--- src/rtl/exc_entry_ctrl.sv ---
// Exception-entry sequencer: prioritises requests and walks RegFile_plus through SPSR save, LR write and PC load.
// Optional macro HIGH_VEC_EN adds the hivec input that relocates the vector base to 32'hFFFF0000.
module exc_entry_ctrl #(
  parameter logic [31:0] VEC_BASE      = 32'h0000_0000,
  parameter logic [31:0] DABT_LINK_OFS = 32'd8,
  parameter logic [31:0] STD_LINK_OFS  = 32'd4
) (
  input  logic        clk,
  input  logic        Rst,
  input  logic [5:0]  exc_req,
  input  logic [31:0] cur_PC,
  input  logic [3:0]  flags_in,
  input  logic        mode_we,
  input  logic [6:0]  mode_wdata,
`ifdef HIGH_VEC_EN
  input  logic        hivec,
`endif
  output logic [4:0]  M,
  output logic        I_bit,
  output logic        F_bit,
  output logic        Write_Reg,
  output logic [3:0]  W_Addr,
  output logic [31:0] W_Data,
  output logic        Write_PC,
  output logic [31:0] PC_New,
  output logic        spsr_we,
  output logic [31:0] spsr_data,
  output logic        busy,
  output logic        done,
  output logic [2:0]  exc_taken
);

  typedef enum logic [2:0] {IDLE, SAVE, LINK, VECTOR, DONE} state_t;

  state_t      state, state_n;
  logic [2:0]  exc_q, exc_n;
  logic [31:0] pc_q, pc_n;
  logic [31:0] cpsr_q, cpsr_n;
  logic [31:0] base_q, base_n;

  logic [4:0]  m_n;
  logic        i_n, f_n;
  logic        write_reg_n, write_pc_n, spsr_we_n, busy_n, done_n;
  logic [3:0]  w_addr_n;
  logic [31:0] w_data_n, pc_new_n, spsr_data_n;
  logic [2:0]  exc_taken_n;

  logic [5:0]  eff;
  logic [2:0]  win;
  logic [4:0]  new_mode;
  logic [31:0] vec_ofs, lr_ofs, base_sel;

  // Masked requests; the lowest set bit is the highest priority (code = bit index + 1).
  always_comb begin
    eff    = exc_req;
    eff[1] = exc_req[1] & ~F_bit;
    eff[2] = exc_req[2] & ~I_bit;
    win    = 3'd0;
    for (int k = 5; k >= 0; k--) begin
      if (eff[k]) win = 3'(k + 1);
    end
  end

  always_comb begin
    new_mode = 5'b10011;
    vec_ofs  = 32'h08;
    lr_ofs   = STD_LINK_OFS;
    case (exc_q)
      3'd1: begin new_mode = 5'b10111; vec_ofs = 32'h10; lr_ofs = DABT_LINK_OFS; end
      3'd2: begin new_mode = 5'b10001; vec_ofs = 32'h1C; end
      3'd3: begin new_mode = 5'b10010; vec_ofs = 32'h18; end
      3'd4: begin new_mode = 5'b10111; vec_ofs = 32'h0C; end
      3'd5: begin new_mode = 5'b11011; vec_ofs = 32'h04; end
      default: ;
    endcase
  end

`ifdef HIGH_VEC_EN
  assign base_sel = hivec ? 32'hFFFF_0000 : VEC_BASE;
`else
  assign base_sel = VEC_BASE;
`endif

  // Outputs are registered from the current state, so each phase's strobe appears one edge after entry.
  always_comb begin
    state_n     = state;
    exc_n       = exc_q;
    pc_n        = pc_q;
    cpsr_n      = cpsr_q;
    base_n      = base_q;
    m_n         = M;
    i_n         = I_bit;
    f_n         = F_bit;
    write_reg_n = 1'b0;
    write_pc_n  = 1'b0;
    spsr_we_n   = 1'b0;
    busy_n      = 1'b0;
    done_n      = 1'b0;
    w_addr_n    = W_Addr;
    w_data_n    = W_Data;
    pc_new_n    = PC_New;
    spsr_data_n = spsr_data;
    exc_taken_n = 3'd0;
    case (state)
      IDLE: begin
        if (win != 3'd0) begin
          exc_n   = win;
          pc_n    = cur_PC;
          cpsr_n  = {flags_in, 20'b0, I_bit, F_bit, 1'b0, M};
          base_n  = base_sel;
          state_n = SAVE;
        end else if (mode_we) begin
          {i_n, f_n, m_n} = mode_wdata;
        end
      end
      SAVE: begin
        m_n         = new_mode;
        i_n         = 1'b1;
        if (exc_q == 3'd2) f_n = 1'b1;
        spsr_we_n   = 1'b1;
        spsr_data_n = cpsr_q;
        busy_n      = 1'b1;
        exc_taken_n = exc_q;
        state_n     = LINK;
      end
      LINK: begin
        write_reg_n = 1'b1;
        w_addr_n    = 4'd14;
        w_data_n    = pc_q + lr_ofs;
        busy_n      = 1'b1;
        exc_taken_n = exc_q;
        state_n     = VECTOR;
      end
      VECTOR: begin
        write_pc_n  = 1'b1;
        pc_new_n    = base_q + vec_ofs;
        busy_n      = 1'b1;
        exc_taken_n = exc_q;
        state_n     = DONE;
      end
      DONE: begin
        done_n      = 1'b1;
        busy_n      = 1'b1;
        exc_taken_n = exc_q;
        state_n     = IDLE;
      end
      default: state_n = IDLE;
    endcase
  end

  always_ff @(posedge clk) begin
    if (Rst) begin
      state     <= IDLE;
      exc_q     <= 3'd0;
      pc_q      <= 32'd0;
      cpsr_q    <= 32'd0;
      base_q    <= 32'd0;
      M         <= 5'b10011;
      I_bit     <= 1'b1;
      F_bit     <= 1'b1;
      Write_Reg <= 1'b0;
      Write_PC  <= 1'b0;
      spsr_we   <= 1'b0;
      busy      <= 1'b0;
      done      <= 1'b0;
      W_Addr    <= 4'd0;
      W_Data    <= 32'd0;
      PC_New    <= 32'd0;
      spsr_data <= 32'd0;
      exc_taken <= 3'd0;
    end else begin
      state     <= state_n;
      exc_q     <= exc_n;
      pc_q      <= pc_n;
      cpsr_q    <= cpsr_n;
      base_q    <= base_n;
      M         <= m_n;
      I_bit     <= i_n;
      F_bit     <= f_n;
      Write_Reg <= write_reg_n;
      Write_PC  <= write_pc_n;
      spsr_we   <= spsr_we_n;
      busy      <= busy_n;
      done      <= done_n;
      W_Addr    <= w_addr_n;
      W_Data    <= w_data_n;
      PC_New    <= pc_new_n;
      spsr_data <= spsr_data_n;
      exc_taken <= exc_taken_n;
    end
  end

endmodule
--- config.mk ---
export PLATFORM = sky130hd
export DESIGN_NAME = exc_entry_ctrl
export DESIGN_NICKNAME = d
export VERILOG_FILES = /design/src/rtl/exc_entry_ctrl.sv
export SDC_FILE = /design/constraint.sdc
export NUM_CORES = 1
export LEC_CHECK = 0
export CAP_MARGIN = 20
export CORE_MARGIN = 1
export CORE_UTILIZATION = 39
export CTS_BUF_LIST = sky130_fd_sc_hd__clkbuf_2 sky130_fd_sc_hd__clkbuf_4 sky130_fd_sc_hd__clkbuf_8
export CTS_CLUSTER_SIZE = 30
export DETAILED_ROUTE_END_ITERATION = 6
export DONT_BUFFER_PORTS = 1
export PLACE_DENSITY = 0.58
export SLEW_MARGIN = 15
export SYNTH_ARGS = -nofsm -noshare
export SYNTH_HDL_FRONTEND = slang
export SYNTH_SLANG_ARGS = --single-unit
--- constraint.sdc ---
create_clock -name clk -period 2.7 [get_ports clk]
set_clock_uncertainty 0.1 [all_clocks]
set_input_delay 0.54 -clock clk [delete_from_list [all_inputs] [get_ports clk]]
set_output_delay 0.54 -clock clk [all_outputs]
set_load 0.03 [all_outputs]
Word-level counts from Yosys, hierarchy flattened
Cells that the tools add are included.

Add/subtract/negate cells: 1. Multipliers: 0. Divide/modulo/power cells: 0. Magnitude comparators: 0. Equal/unequal tests: 13. Shift-type cells: 0. Muxes and demuxes: 26. Bitwise gates (word level): 5. Reduce and logical (&&, ||, !) cells: 9.

Operator list (number): $add A32 B32 Y32 (1); $pmux W5 S5 (1); $mux W3 (7); $pmux W4 S4 (1); $eq A3 B2 Y1 const B (4); $pmux W3 S4 (1); $mux W1 (10); $mux W5 (2); $pmux W5 S2 (1); $eq A3 B3 Y1 const B (3); $ne A2 B2 Y1 const B (4); $eq A3 B1 Y1 const B (2); $mux W4 (1); $pmux W1 S2 (2); $reduce_and A4 Y1 (1); $reduce_or A2 Y1 (2); $reduce_or A4 Y1 (1); $logic_not A3 Y1 (1); $not A1 Y1 (3); $reduce_and A3 Y1 (1); $reduce_bool A3 Y1 (1); $and A1 B1 Y1 (2); $reduce_and A2 Y1 (1); $reduce_bool A2 Y1 (1).

Flip-flop bits (word level): 140. Bits in latches: 0. Bits in writable memories: 0. Memory bits (read-only): 0. Input bits: 52. Output and inout bits: 115. Logic and storage cells: 71. Memories kept: 0.

Depth between registers and ports, before layout
Word-level depth: 9. Gate-level depth with buffers: 9. Depth with buffers taken out: 8.

Worst setup path after synthesis
Ideal clock, no wire load.

Path type: register to register. Start: register exc_q[1]. End: register W_Data[26]. Library setup time: 91 ps. Arrival time: 2572 ps. Data required time: 2509 ps. Path slack: -63 ps. Cell stages (with the launch flop): 10. Period minus slack after synthesis: 2763 ps. Cells stage by stage: dfxtp_1 inv_1 nand3_1 ha_1 fa_1 nand3_2 or4_1 buf_2 or4_1 a311oi_1.

Word-level cells in the longest chain between the ends: 3.

Ends and longest elaborated chain: start, declared (line 36) `logic [2:0] exc_q, exc_n;`; start signal, assigned (line 173) `exc_q <= exc_n;`; $eq A3 B1 Y1 (line 68) `case (exc_q)`; $mux W4 (line 68); $add A32 B32 Y32 (line 129) `w_data_n = pc_q + lr_ofs;`; end signal, assigned (line 186) `W_Data <= w_data_n;`; end, declared (line 23) `output logic [31:0] W_Data,`.

No other way between the ends. A chain may end at the register's enable or synchronous reset.

Final worst setup path
Start: register exc_q[2]. End: register W_Data[26].

Same word-level chain as after synthesis.

==> results.tsv <==
metric	value	unit
Starting Density	0.406	
Post-synth EDFFs	0	
Post-Synthesis Cells	650	
Yosys reg bits	111	
P&R area growth vs syn	4.59	%
Die H	118	µm
CTS buffer count	9	
Least-Margin Pin Slew	874	ps
die area	0.0138	mm²
CP arrival	2760	ps
Crit path depth	8	
Sink Count	111	
final worst setup slack	144	ps
dpl ws	37.2	ps
WP buf/inv	1	
combinational share of power	0.177	
grt met2 use	0.286	
Critical Path Start Type	flip-flop	
Tmin final	2560	ps
synthesized area	0.00521	mm²
Top cell by count, worst path	nand3_2	
Max-slew headroom	0.417	
fin crit share	0.947	
Seq/Total Area, Yosys	0.427	
Die W	118	µm
CTS Buffer Depth	2	
CP top delay family	simple AND/OR/NAND/NOR gates	
IO Count	167	
syn_area_per_cell	8.01	µm²
P_int	2.49	mW
pwr/cell area	703	mW/mm²
CP Data Required Time	2900	ps
via count	4312	
post-DP HPWL	8700	µm
Filler Cell Count	1325	
Clk network pwr share	0.271	
Cells on Worst Hold Path	1	
Fin. Hold Viols	0	
max_cap viols	0	
Reg clk slew, reported paths	110	ps
Top FF cell, synth	dfxtp_1	
starting DRC count in detailed routing	229	
status	finished clean	
CTS tree	done	
busiest grt layer	met2	
yosys warns	0	
Rows	41	
critical path type	flip-flop to flip-flop	
Final Max Tran Viols	0	
Port Buffer Count	0	
Max VDD drop	0.363	mV
first-pass GRT wire length	20000	µm
final WL	12700	µm
DR DRC count	0	
core footprint	0.0128	mm²
Worst path max stage delay	600	ps
vias in the first global route	3730	
Diodes inserted	0	
Async S/R FF share, synth	0	
Min-Delay Path Class	input pin to flip-flop	
worst reg2reg path depth	8	
layout cells sized above 1	0.0799	
endpoints failing setup	0	
Final TNS setup	0	ps
Sw Pwr	1.34	mW
crit-path cells	inv_1, nand3_2, ha_2, fa_1, nand3_2, or4_4, or4_1, a311oi_2	
nets	690	
Final Wtd Congestion	0.807	
unrepaired setup endpoints after global routing	no	
r2r setup slk	140	ps
switching share of total power	0.350	
routing usage on met1	0.236	
Seq. cell area	0.00222	mm²
sequential share of power	0.552	
Fmax	0.391	GHz
largest net degree at the start of global routing	115	
CP endpoint kind	flip-flop	
Skew-Pair Late Insertion Delay	380	ps
Worst path slowest cell	or4_4	
Yosys cell types	56	
Multi-input gate area	0.00260	mm²
Leak	1.92	nW
DRT Pass-1 Iters	4	
Root Driver	clkbuf_8	
H-tree Lvls	3	
vias per cell	5.32	
met3 Use GR	0.0577	
detail-routed net length per standard cell	15.7	µm
initial antenna violation count	0	
antenna viol nets, final	0	
total congestion overflow	0	
CP max FO	7	
overall routing resource usage	0.181	
flip-flops by register name, summed over array words and instances (netlist names):
register,flops
I_bit,1
spsr_data,11
spsr_we,1
M,5
exc_taken,3
W_Addr,1
exc_q,3
busy,1
pc_q,32
F_bit,1
W_Data,32
cpsr_q,11
done,1
Write_Reg,1
PC_New,3
Write_PC,1
state,3
stage by stage:
step	utilization	cells	hold slack, ps	power, mW	cell area [µm²]
floorplan	-	700	332	2.71	5400
global placement	0.407	794	334	2.81	5220
detailed placement	0.407	794	341	2.83	5220
CTS	0.423	810	106	3.87	5430
global route	0.425	810	95.8	4.03	5450
finish	0.425	810	127	3.83	5450
cell families (layout without fill, tap and decap cells):
logic type / Yosys count / count (layout) / synth area share
adders and majority gates: 5 / 5 / 0.0135
AOI/OAI and AO/OA: 134 / 134 / 0.168
other: 1 / 51 / 0.000720
and+or+nand+nor: 279 / 279 / 0.252
buffers and inverters: 106 / 44 / 0.115
muxes: 2 / 2 / 0.00384
DFF: 111 / 111 / 0.427
xor gates and xnor gates: 12 / 12 / 0.0202
power groups by stage:
| stage | sequential, mW | clock [mW] | combinational (mW) |
|---|---|---|---|
| after floorplan | 2.09 | 0 | 0.619 |
| after global placement | 2.15 | 0 | 0.661 |
| after detailed placement | 2.15 | 0 | 0.679 |
| after CTS | 2.11 | 1.08 | 0.681 |
| after global routing | 2.14 | 1.14 | 0.760 |
| final | 2.11 | 1.04 | 0.679 |
placed cells by master, fill, tap and decap left out, types with 8 or more instances in the layout:
cell,instances
nand2_1,134
dfxtp_1,109
a21oi_1,64
conb_1,51
nor2_1,46
buf_4,17
a211oi_1,16
nand3_1,15
a311oi_1,13
or4_1,12
or3_1,11
xnor2_1,11
nor4_1,11
o21ai_0,11
nor3_1,11
clkbuf_8,10
inv_1,9
o31ai_1,8
routing by layer:
metal,share of wire,up-vias
li1,-,2112
met1,0.47,2039
met2,0.45,150
met3,0.070,11
met4,0.010,0
met5,0,-
cell usage after synthesis, types with 2 or more instances:
cell      instances  share of area
or4_1            13          0.019
a311o_1           2         0.0038
dfxtp_1         111           0.43
nor2b_1           5         0.0060
mux2i_1           2         0.0038
a21oi_1          64          0.061
or3_1            11          0.013
nand3b_1          3         0.0043
and3_1            4         0.0048
ha_1              4         0.0096
buf_1             4         0.0029
buf_4            53          0.076
o21bai_1          2         0.0029
nand2_1         134          0.097
and2_1            5         0.0060
and4_1            2         0.0034
a311oi_1         14          0.024
nor3b_1           2         0.0029
a211oi_1         16          0.023
nor4_1           11          0.013
or2_2             2         0.0024
o21ai_0          11          0.011
o31a_1            3         0.0050
or3b_2            2         0.0034
nor2_1           46          0.033
o211a_1           2         0.0038
o31ai_1           8          0.012
xnor2_1          11          0.018
nand3_1          16          0.015
clkbuf_1         39          0.028
inv_1             9         0.0065
nand4_1           5         0.0060
nor3_1           11          0.011
area by class of cell:
class                           instances  area share
Clock buffer                           10      0.0253
Clock inverter                          6      0.0126
Inverter                                9     0.00620
Multi-Input combinational cell        483       0.477
Sequential cell                       111       0.408
Tap cell                              172      0.0395
Timing Repair Buffer                   19      0.0308
what timing repair did:
item | in CTS | in global routing
resized for setup | 0 | 4
endpoints found under the setup margin | 0 | 2
hold buffers | 0 | 0
setup buffers | 0 | 0
final timing paths:
path                           start                    endpoint
min reg2reg  cpsr_q[31]$_SDFFE_PP0P_  spsr_data[31]$_SDFFE_PP0P_
min                              Rst       pc_q[19]$_SDFFE_PP0P_
max            exc_q[2]$_SDFFE_PP0P_     W_Data[26]$_SDFFE_PP0P_
max reg2reg    exc_q[2]$_SDFFE_PP0P_     W_Data[26]$_SDFFE_PP0P_
Note: power is estimated with default switching activity, not from simulation.
